File: config.mk
export PLATFORM = sky130hd
export DESIGN_NAME = des_link_ctrl
export DESIGN_NICKNAME = d
export VERILOG_FILES = /design/src/rtl/des_link_ctrl.sv
export SDC_FILE = /design/constraint.sdc
export NUM_CORES = 1
export LEC_CHECK = 0
export BUFFER_PORTS_ARGS = -buffer_cell sky130_fd_sc_hd__buf_2
export CAP_MARGIN = 10
export CORE_MARGIN = 2
export CORE_UTILIZATION = 55
export DETAILED_ROUTE_END_ITERATION = 16
export MAX_ROUTING_LAYER = met4
export PLACE_DENSITY = 0.79
export SETUP_SLACK_MARGIN = 0.02
export SYNTH_ARGS = -nofsm -noshare
export SYNTH_HDL_FRONTEND = slang
export SYNTH_SLANG_ARGS = --single-unit
File: constraint.sdc
create_clock -name in_clk -period 4.39 [get_ports in_clk]
set_input_delay 1.317 -clock in_clk [delete_from_list [all_inputs] [get_ports in_clk]]
set_output_delay 1.317 -clock in_clk [all_outputs]
set_load 0.02 [all_outputs]
File: src/rtl/des_link_ctrl.sv
// des_link_ctrl: the command engine that sits between the pin deserializer and the pin serializer.
// It decodes 24-bit inbound frames into single-word bus reads and writes, and the address
// auto-increments after each access. Read data is queued for the outbound serializer.
//
// Ports:
//   in_clk, rst_n          pin clock; asynchronous active-low reset
//   frame_valid, frame_in  inbound frame strobe and payload ([23:20] op, [19:16] rsvd, [15:0] data)
//   tx_load, tx_word       serializer load strobe; response FIFO head (0 when empty)
//   bus_req/we/addr/wdata  bus request channel (all registered)
//   bus_ack, bus_rdata     bus completion and read data
//   frame_drop, err        discarded-frame pulse; sticky error flag
module des_link_ctrl #(
  parameter int unsigned FIFO_DEPTH = 4
) (
  input  logic        in_clk,
  input  logic        rst_n,
  input  logic        frame_valid,
  input  logic [23:0] frame_in,
  input  logic        tx_load,
  output logic [31:0] tx_word,
  output logic        bus_req,
  output logic        bus_we,
  output logic [31:0] bus_addr,
  output logic [31:0] bus_wdata,
  input  logic        bus_ack,
  input  logic [31:0] bus_rdata,
  output logic        frame_drop,
  output logic        err
);

  localparam int unsigned PTR_W = (FIFO_DEPTH > 1) ? $clog2(FIFO_DEPTH) : 1;
  localparam int unsigned CNT_W = PTR_W + 1;

  localparam logic [3:0] OP_NOP      = 4'h0;
  localparam logic [3:0] OP_ADDR_LO  = 4'h1;
  localparam logic [3:0] OP_ADDR_HI  = 4'h2;
  localparam logic [3:0] OP_WDATA_LO = 4'h3;
  localparam logic [3:0] OP_WRITE    = 4'h4;
  localparam logic [3:0] OP_READ     = 4'h5;

  typedef enum logic [1:0] {
    S_IDLE = 2'd0,
    S_WR   = 2'd1,
    S_RD   = 2'd2
  } state_t;

  state_t             r_state, w_state_nxt;
  logic [31:0]        r_addr, w_addr_nxt;
  logic [31:0]        r_wdata, w_wdata_nxt;
  logic               r_req, w_req_nxt;
  logic               r_we, w_we_nxt;
  logic               r_pend_v, w_pend_v_nxt;
  logic [23:0]        r_pend_f, w_pend_f_nxt;
  logic               r_drop, w_drop_nxt;
  logic               r_err, w_err_nxt;
  logic [31:0]        r_tx, w_tx_nxt;
  logic [PTR_W-1:0]   r_rd_ptr, w_rd_ptr_nxt;
  logic [PTR_W-1:0]   r_wr_ptr, w_wr_ptr_nxt;
  logic [CNT_W-1:0]   r_count, w_count_nxt;
  logic [31:0]        r_mem [FIFO_DEPTH];

  logic               w_src_v;
  logic [23:0]        w_src_f;
  logic               w_blocked;
  logic               w_drop;
  logic               w_push;
  logic               w_pop;
  logic [CNT_W-1:0]   w_cnt_after_pop;

  // Reserved frame bits carry no meaning.
  logic w_unused_rsvd;
  assign w_unused_rsvd = ^{frame_in[19:16], r_pend_f[19:16]};

  // Next-state, frame dispatch, pending-slot and FIFO bookkeeping.
  always_comb begin
    w_state_nxt  = r_state;
    w_addr_nxt   = r_addr;
    w_wdata_nxt  = r_wdata;
    w_we_nxt     = r_we;
    w_pend_v_nxt = r_pend_v;
    w_pend_f_nxt = r_pend_f;
    w_err_nxt    = r_err;
    w_drop       = 1'b0;
    w_push       = 1'b0;
    w_src_v      = 1'b0;
    w_src_f      = frame_in;
    w_blocked    = 1'b0;
    w_pop        = tx_load && (r_count != '0);
    // A pop on this edge frees a slot in time for a READ dispatched on the same edge.
    w_cnt_after_pop = r_count - CNT_W'(w_pop);

    case (r_state)
      S_IDLE: begin
        // A held frame always goes before a newly arriving one.
        if (r_pend_v) begin
          w_src_v = 1'b1;
          w_src_f = r_pend_f;
        end else if (frame_valid) begin
          w_src_v = 1'b1;
          w_src_f = frame_in;
        end

        if (w_src_v) begin
          case (w_src_f[23:20])
            OP_NOP: begin
            end
            OP_ADDR_LO:  w_addr_nxt[15:0]  = w_src_f[15:0];
            OP_ADDR_HI:  w_addr_nxt[31:16] = w_src_f[15:0];
            OP_WDATA_LO: w_wdata_nxt[15:0] = w_src_f[15:0];
            OP_WRITE: begin
              w_wdata_nxt[31:16] = w_src_f[15:0];
              w_we_nxt           = 1'b1;
              w_state_nxt        = S_WR;
            end
            OP_READ: begin
              if (w_cnt_after_pop < CNT_W'(FIFO_DEPTH)) begin
                w_we_nxt    = 1'b0;
                w_state_nxt = S_RD;
              end else begin
                w_blocked = 1'b1;
              end
            end
            default: w_err_nxt = 1'b1;
          endcase
        end

        // Pending slot: keep a blocked READ, otherwise refill it from a frame that arrives alongside.
        if (r_pend_v) begin
          if (w_blocked) begin
            w_drop = frame_valid;
          end else begin
            w_pend_v_nxt = frame_valid;
            w_pend_f_nxt = frame_in;
          end
        end else if (w_blocked) begin
          w_pend_v_nxt = 1'b1;
          w_pend_f_nxt = frame_in;
        end
      end

      S_WR, S_RD: begin
        if (frame_valid) begin
          if (r_pend_v) begin
            w_drop = 1'b1;
          end else begin
            w_pend_v_nxt = 1'b1;
            w_pend_f_nxt = frame_in;
          end
        end
        if (bus_ack) begin
          w_addr_nxt  = r_addr + 32'd4;
          w_push      = (r_state == S_RD);
          w_state_nxt = S_IDLE;
        end
      end

      default: w_state_nxt = S_IDLE;
    endcase

    w_drop_nxt = w_drop;
    if (w_drop) begin
      w_err_nxt = 1'b1;
    end
    w_req_nxt = (w_state_nxt != S_IDLE);

    w_rd_ptr_nxt = r_rd_ptr + PTR_W'(w_pop);
    w_wr_ptr_nxt = r_wr_ptr + PTR_W'(w_push);
    w_count_nxt  = w_cnt_after_pop + CNT_W'(w_push);

    // Registered FIFO head: the pushed word becomes the head only when nothing else remains.
    if (w_count_nxt == '0) begin
      w_tx_nxt = 32'h0;
    end else if (w_push && (w_cnt_after_pop == '0)) begin
      w_tx_nxt = bus_rdata;
    end else begin
      w_tx_nxt = r_mem[w_rd_ptr_nxt];
    end
  end

  // State and control registers.
  always_ff @(posedge in_clk or negedge rst_n) begin
    if (!rst_n) begin
      r_state  <= S_IDLE;
      r_addr   <= 32'h0;
      r_wdata  <= 32'h0;
      r_req    <= 1'b0;
      r_we     <= 1'b0;
      r_pend_v <= 1'b0;
      r_pend_f <= 24'h0;
      r_drop   <= 1'b0;
      r_err    <= 1'b0;
      r_tx     <= 32'h0;
      r_rd_ptr <= '0;
      r_wr_ptr <= '0;
      r_count  <= '0;
    end else begin
      r_state  <= w_state_nxt;
      r_addr   <= w_addr_nxt;
      r_wdata  <= w_wdata_nxt;
      r_req    <= w_req_nxt;
      r_we     <= w_we_nxt;
      r_pend_v <= w_pend_v_nxt;
      r_pend_f <= w_pend_f_nxt;
      r_drop   <= w_drop_nxt;
      r_err    <= w_err_nxt;
      r_tx     <= w_tx_nxt;
      r_rd_ptr <= w_rd_ptr_nxt;
      r_wr_ptr <= w_wr_ptr_nxt;
      r_count  <= w_count_nxt;
    end
  end

  // FIFO storage. It needs no reset because tx_word is gated by the count.
  always_ff @(posedge in_clk) begin
    if (w_push) begin
      r_mem[r_wr_ptr] <= bus_rdata;
    end
  end

  assign tx_word    = r_tx;
  assign bus_req    = r_req;
  assign bus_we     = r_we;
  assign bus_addr   = r_addr;
  assign bus_wdata  = r_wdata;
  assign frame_drop = r_drop;
  assign err        = r_err;

endmodule

==> flow_summary_export.csv, run 1 <==
group,metric,value,unit
status,status,"finished clean",
pwr,p_clk_share,23.5,%
yosys,synthCells,815,
clocking,clk_pin_slew,0.06,ns
clocking,hold_buffers,0,
flow_run,drv_cap,0,
finish,final_util,66.60,%
timing,maxSlewViolCount,0,
setup_path,cp-end-kind,"flip-flop",
finish,nets,1045,
timing,rsz0062_at_grt,"false",
yosys,ys.flop_type,"dfrtp_1",
yosys,avgSynthCellArea,13.34,um2
timing,setup_viol,0,
pwr,swShare,37.54,%
detailed_routing,wl_per_cell,20.23,um
clocking,cts.sink_count,258,
finish,mostFrequentLayoutCells,"155 x buf_2, 130 x nand2_1, 130 x dfrtp_1",
place,hpwl,16640,um
global_route,antenna_found_initial,4,
worst_hold_path,worst_hold_path_type,"flip-flop to flip-flop",
setup_path,path_cells,"buf_2, o31a_1, ha_1, ha_1, xor2_1, a31oi_1, o21ai_2, buf_4, mux2_2",
die,rows,51,
pwr,p_int,6.148,mW
clocking,cts_buffers,27,
yosys,synth_edf_count,128,
die,core-area,0.01940,mm2
finish,fillers,1406,
setup_path,crit_required,4.81,ns
clocking,h-tree-depth,1,
detailed_routing,via_per_inst,5.923,
timing,fin_crit_sh,69.89,%
finish,layout-drive-gt1-share,28.74,%
die,io_pins,161,
setup_path,crit_type,"input port to flip-flop",
setup_path,start_kind,"input port",
setup_path,critical-path-max-stage-delay,0.56,ns
yosys,synth_area,0.01087,mm2
timing,maxSlewHeadroom,15.68,%
clocking,post_cts_buffers,0,
clocking,cts-root-buf,"clkbuf_16",
global_route,grt_max_degree,70,
setup_path,cpMaxStageDelayCell,"xor2_1",
detailed_routing,dr.pass1.iters,5,
pwr,p_sw,3.695,mW
timing,fin_skew,0.007368,ns
global_route,grt_pass1_vias,7295,
pwr,power.leakage,5.206,nW
detailed_routing,initialDrtViolationCount,621,
detailed_routing,vias,7493,
yosys,synth_fp_nets,886,
global_route,grt.overflow.total,0,
timing,worst_pin_slew,1.265,ns
pwr,power.density,761.8,mW/mm2
setup_path,cp_common_cell,"ha_1",
die,initial_core_util,56.03,%
setup_path,worst-path-max-fanout,20,
finish,layout_commonest_cell,"buf_2",
clocking,cts_tree,"yes",
timing,fmax,0.3259,GHz
pwr,seqPwrFrac,36.7,%
global_route,grt_pass1_wl,39730,um
place,io_buffers,156,
yosys,seq_area_frac_synth,65.29,%
clocking,insertion_delay,0.54,ns
place,place.gp.congestion,0.8754,
finish,area_growth,18.87,%
clocking,clock_path_buffers,3,
timing,hold_viol_final,0,
die,die_w,144.6,um
pwr,ir_drop,0.6326,mV
yosys,synthArstFlopShare,50.39,%
clocking,cts_resized,0,
detailed_routing,drtAntennaViolNets,0,
yosys,synth_cell_types,64,
detailed_routing,wirelength,25590,um
yosys,ys_ff_latch,258,
die,die_h,144.6,um
global_route,track_usage,25.72,%
yosys,yosys_warnings,0,
detailed_routing,drc_errors,0,
timing,setup_tns,0,ns
timing,min_period,3.068,ns
setup_path,cp.arrival,3.49,ns
pwr,power.share.combinational,39.8,%
die,floorplan.die_area,0.02090,mm2
==> power groups by stage <==
stage / combinational, mW / sequential [mW] / clock (mW)
finish: 3.92 / 3.62 / 2.31
global route: 4.26 / 3.68 / 2.45
CTS: 3.94 / 3.61 / 2.35
detailed placement: 3.90 / 3.64 / 0
global placement: 3.80 / 3.62 / 0
floorplan: 2.25 / 4.07 / 0
==> final cells by class <==
cell class | instances | area, um2 | share of cell area, %
Tap cell | 265 | 331.6 | 2.566
Inverter | 13 | 48.80 | 0.3777
Antenna cell | 5 | 12.51 | 0.09684
Clock inverter | 13 | 183.9 | 1.424
Clock buffer | 37 | 723.2 | 5.598
Timing Repair Buffer | 174 | 934.6 | 7.234
Multi-Input combinational cell | 500 | 3588 | 27.77
Sequential cell | 258 | 7097 | 54.93
==> synth_stat cells, drive strengths merged, types with 3 or more instances <==
cell | instances | area, um2
a41o | 3 | 30.03
o22ai | 6 | 37.54
a21o | 4 | 30.03
or4 | 4 | 30.03
inv | 13 | 48.80
a22oi | 6 | 45.04
mux2 | 23 | 259.0
nor3 | 14 | 75.07
o21ai | 55 | 275.3
a221o | 9 | 90.09
nor3b | 3 | 22.52
nand4 | 9 | 62.56
nor2 | 27 | 101.4
o221ai | 6 | 52.55
ha | 10 | 125.1
mux2i | 17 | 170.2
a221oi | 5 | 43.79
nor4 | 7 | 43.79
a21oi | 48 | 244.0
nand3 | 19 | 95.09
nor2b | 5 | 31.28
nand2 | 130 | 488.0
mux4 | 32 | 720.7
xor2 | 4 | 35.03
and4 | 5 | 43.79
and2 | 3 | 21.27
edfxtp | 128 | 3844
buf | 8 | 46.29
and3 | 5 | 31.28
or3 | 6 | 37.54
clkbuf | 36 | 135.1
dfrtp | 130 | 3253
==> metrics by stage <==
step	power, mW	setup WS, ns	std cells	cell area [um2]	hold WS [ns]
3_3_place_gp	7.417	0.8445	1210	12000	0.4564
4_1_cts	9.893	1.372	1260	12910	0.4781
5_1_grt	10.40	1.154	1264	12920	0.4988
3_5_place_dp	7.547	0.8087	1210	12000	0.4650
2_1_floorplan	6.321	0.3245	815	10870	0.4751
6_report	9.842	1.322	1265	12920	0.4712
==> state kept, by name, indices dropped and copies added (netlist names), 2 cells and up <==
register,count
bus_wdata,32
r_count,3
tx_word,32
r_state,2
r_rd_ptr,2
r_wr_ptr,2
r_mem,128
bus_addr,32
r_pend_f,20
==> worst max-delay path: cells and delay by family <==
kind	cells	cell delay (ns)
muxes	1	0.38
AOI/OAI and AO/OA	3	0.46
xor gates and xnor gates	1	0.56
buffers and inverters	2	0.39
adders and majority gates	2	0.38
==> cells by family (layout without fill, tap and decap cells) <==
group	after synthesis	in the layout	synth area share, %
and+or+nand+nor	250	250	11.05
AOI/OAI and AO/OA	164	164	9.486
buffers and inverters	57	237	2.118
xor gates and xnor gates	4	4	0.3223
DFF	258	258	65.29
muxes	72	72	10.58
adders and majority gates	10	10	1.151
other	0	5	0
==> final timing paths <==
| path | endpoint | cells past startpoint | from | slack (ns) |
|---|---|---|---|---|
| setup / recovery | r_pend_f[10] | 9 | tx_load | 1.32 |
| hold / removal | bus_wdata[20] | 2 | bus_wdata[20] | 0.47 |
| setup reg to reg | bus_addr[17] | 8 | r_state[1] | 1.38 |
| hold reg to reg | bus_wdata[20] | 2 | bus_wdata[20] | 0.47 |
| max in group asynchronous | bus_addr[26] | 2 | rst_n | 2.72 |
| min in group asynchronous | r_state[1] | 1 | rst_n | 0.77 |
==> metal layers <==
metal,share of wire (%),routed length [um],up-vias,GRT usage [%]
li1,-,-,3415,-
met5,0,0,-,-
met2,49,12610,318,40.11
met1,40,10200,3693,34.13
met3,7.0,1794,67,4.503
met4,3.8,981,0,10.22
Power figures use the tool's default switching activity.
==> run 2, diff against run 1 <==
clock period = 2.85 ns   (was 4.39 ns; I/O delays follow)
==> run 2 against run 1 <==
  * Clock power increased by 58%
  * Design area grew 2.0%
  * Die area unchanged
  * Critical endpoint is now bus_req
  * Largest cell class unchanged
==> flow_summary_export.csv, run 2 (synthesized netlist as in run 1, its figures left out) <==
group,metric,value,unit
setup_path,critical-path-max-stage-delay,0.37,ns
pwr,power.share.combinational,40.6,%
global_route,track_usage,26.58,%
place,io_buffers,156,
finish,largest_register_ffs,128,
finish,fin_cells,1280,
timing,rsz0062_at_grt,"false",
timing,hold_viol_final,0,
detailed_routing,via_per_inst,5.901,
global_route,grt_pass1_vias,7403,
global_route,grt.overflow.total,0,
finish,final_util,67.94,%
place,placed_cells,1226,
global_route,gr-usage-met3,5.828,%
clocking,h-tree-depth,1,
detailed_routing,wirelength,26350,um
clocking,insertion_delay,0.53,ns
finish,nets,1060,
detailed_routing,drtAntennaViolNets,0,
detailed_routing,initialDrtViolationCount,642,
clocking,cts-root-buf,"clkbuf_16",
setup_path,worst-path-max-fanout,4,
pwr,power.leakage,5.353,nW
setup_path,crit_required,3.21,ns
finish,multi_input_area,0.003583,mm2
setup_path,cp-end-kind,"flip-flop",
timing,fin_skew,0.01093,ns
finish,layout_commonest_cell,"buf_2",
die,initial_core_util,56.03,%
finish,fillers,1380,
global_route,grtUsageMet2,41.16,%
finish,ff_latch_area,0.007097,mm2
timing,fin_crit_sh,86.23,%
setup_path,cp_common_cell,"ha_1",
die,io_pins,161,
pwr,seqPwrFrac,35.9,%
setup_path,start_kind,"flip-flop",
timing,worst_pin_slew,0.8055,ns
detailed_routing,drc_errors,0,
die,core-area,0.01940,mm2
finish,largest_register,"r_mem",
pwr,ir_drop,0.8529,mV
pwr,power.density,1179,mW/mm2
detailed_routing,vias,7553,
timing,maxSlewViolCount,0,
timing,fmax,0.4069,GHz
clocking,hold_buffers,0,
timing,maxSlewHeadroom,44.77,%
clocking,cts_resized,0,
status,status,"finished clean",
clocking,cts_buffers,26,
clocking,post_cts_buffers,0,
worst_hold_path,worst_hold_path_type,"input port to asynchronous set/reset pin",
place,hpwl,16840,um
global_route,grt_max_degree,53,
global_route,grt_pass1_wl,40700,um
finish,mostFrequentLayoutCells,"155 x buf_2, 130 x nand2_1, 130 x dfrtp_1",
pwr,p_int,9.760,mW
global_route,antenna_found_initial,6,
setup_path,path_cells,"o31a_1, ha_1, ha_1, xor2_1, buf_4, a221oi_1, nor2b_1, o21ai_0, a41oi_1",
clocking,cts.sink_count,258,
die,rows,51,
die,floorplan.die_area,0.02090,mm2
flow_run,drv_cap,0,
place,place.gp.congestion,0.8852,
timing,min_period,2.458,ns
pwr,p_clk_share,23.5,%
global_route,grt_use_met1,35.29,%
pwr,p_sw,5.777,mW
clocking,clock_path_buffers,3,
finish,layout-drive-gt1-share,30.43,%
die,die_h,144.6,um
pwr,swShare,37.18,%
detailed_routing,wl_per_cell,20.58,um
clocking,clk_pin_slew,0.06,ns
finish,area_growth,21.26,%
setup_path,cp.arrival,2.82,ns
setup_path,crit_type,"flip-flop to flip-flop",
clocking,cts_tree,"yes",
die,die_w,144.6,um
setup_path,cpMaxStageDelayCell,"dfrtp_1",
timing,setup_tns,0,ns
timing,setup_viol,0,
detailed_routing,dr.pass1.iters,5,
global_route,busiest_layer,"met2",
## run 2: cell types whose count changed in the layout (fill, tap and decap cells not counted), sizes merged
cell | previous run | this run
buf | 174 | 190
clkinv | 5 | 9
diode | 5 | 6
clkbuf | 37 | 34
clkinvlp | 3 | 0
## run 2: per-stage QoR
step / cell area (um2) / hold WS (ns) / setup WS [ns] / total power [mW]
finish: 13180 / 0.2070 / 0.3924 / 15.54
global route: 13180 / 0.2180 / 0.2678 / 16.43
CTS: 13170 / 0.2112 / 0.3897 / 15.59
detailed placement: 12230 / 0.4631 / 0.006866 / 11.85
global placement: 12230 / 0.4568 / 0.03355 / 11.68
floorplan: 10880 / 0.4751 / 0.02512 / 9.741
## run 2: final timing paths
| path | startpoint | to | slack, ns | cells past startpoint |
|---|---|---|---|---|
| max in group asynchronous | rst_n | tx_word[9] | 1.96 | 2 |
| max reg2reg | r_count[0] | bus_req | 0.39 | 9 |
| min reg2reg | bus_wdata[28] | bus_wdata[28] | 0.48 | 2 |
| min in group in_clk | bus_wdata[28] | bus_wdata[28] | 0.48 | 2 |
| min | rst_n | tx_word[8] | 0.21 | 1 |
| max | r_count[0] | bus_req | 0.39 | 9 |
## run 2: final cells by class
class	instances	area share, %
antenna	6	0.1139
multi-input combinational	500	27.19
clock inverter	14	1.320
clock buffer	34	5.791
inverter	13	0.3702
timing repair buffer	190	8.857
sequential	258	53.84
tap	265	2.516
## run 2: layer usage
layer / up-vias / wire [um]
met1: 3740 / 10530
met3: 54 / 2321
met2: 323 / 12790
met5: - / 0
met4: 0 / 699
li1: 3436 / -
## run 2: power groups by stage
stage	registers (mW)	logic [mW]	clock network (mW)
6_report	5.58	6.30	3.66
5_1_grt	5.69	6.88	3.86
4_1_cts	5.55	6.34	3.70
3_5_place_dp	5.61	6.24	0
3_3_place_gp	5.59	6.09	0
2_1_floorplan	6.27	3.47	0
## run 2: critical path, delay by kind of cell (launching register included)
| family | cells | cell delay, ns |
|---|---|---|
| AOI/OAI and AO/OA | 4 | 1.09 |
| xor gates and xnor gates | 1 | 0.21 |
| adders and majority gates | 2 | 0.37 |
| buffers and inverters | 1 | 0.17 |
| DFF | 1 | 0.37 |
| and+or+nand+nor | 1 | 0.08 |
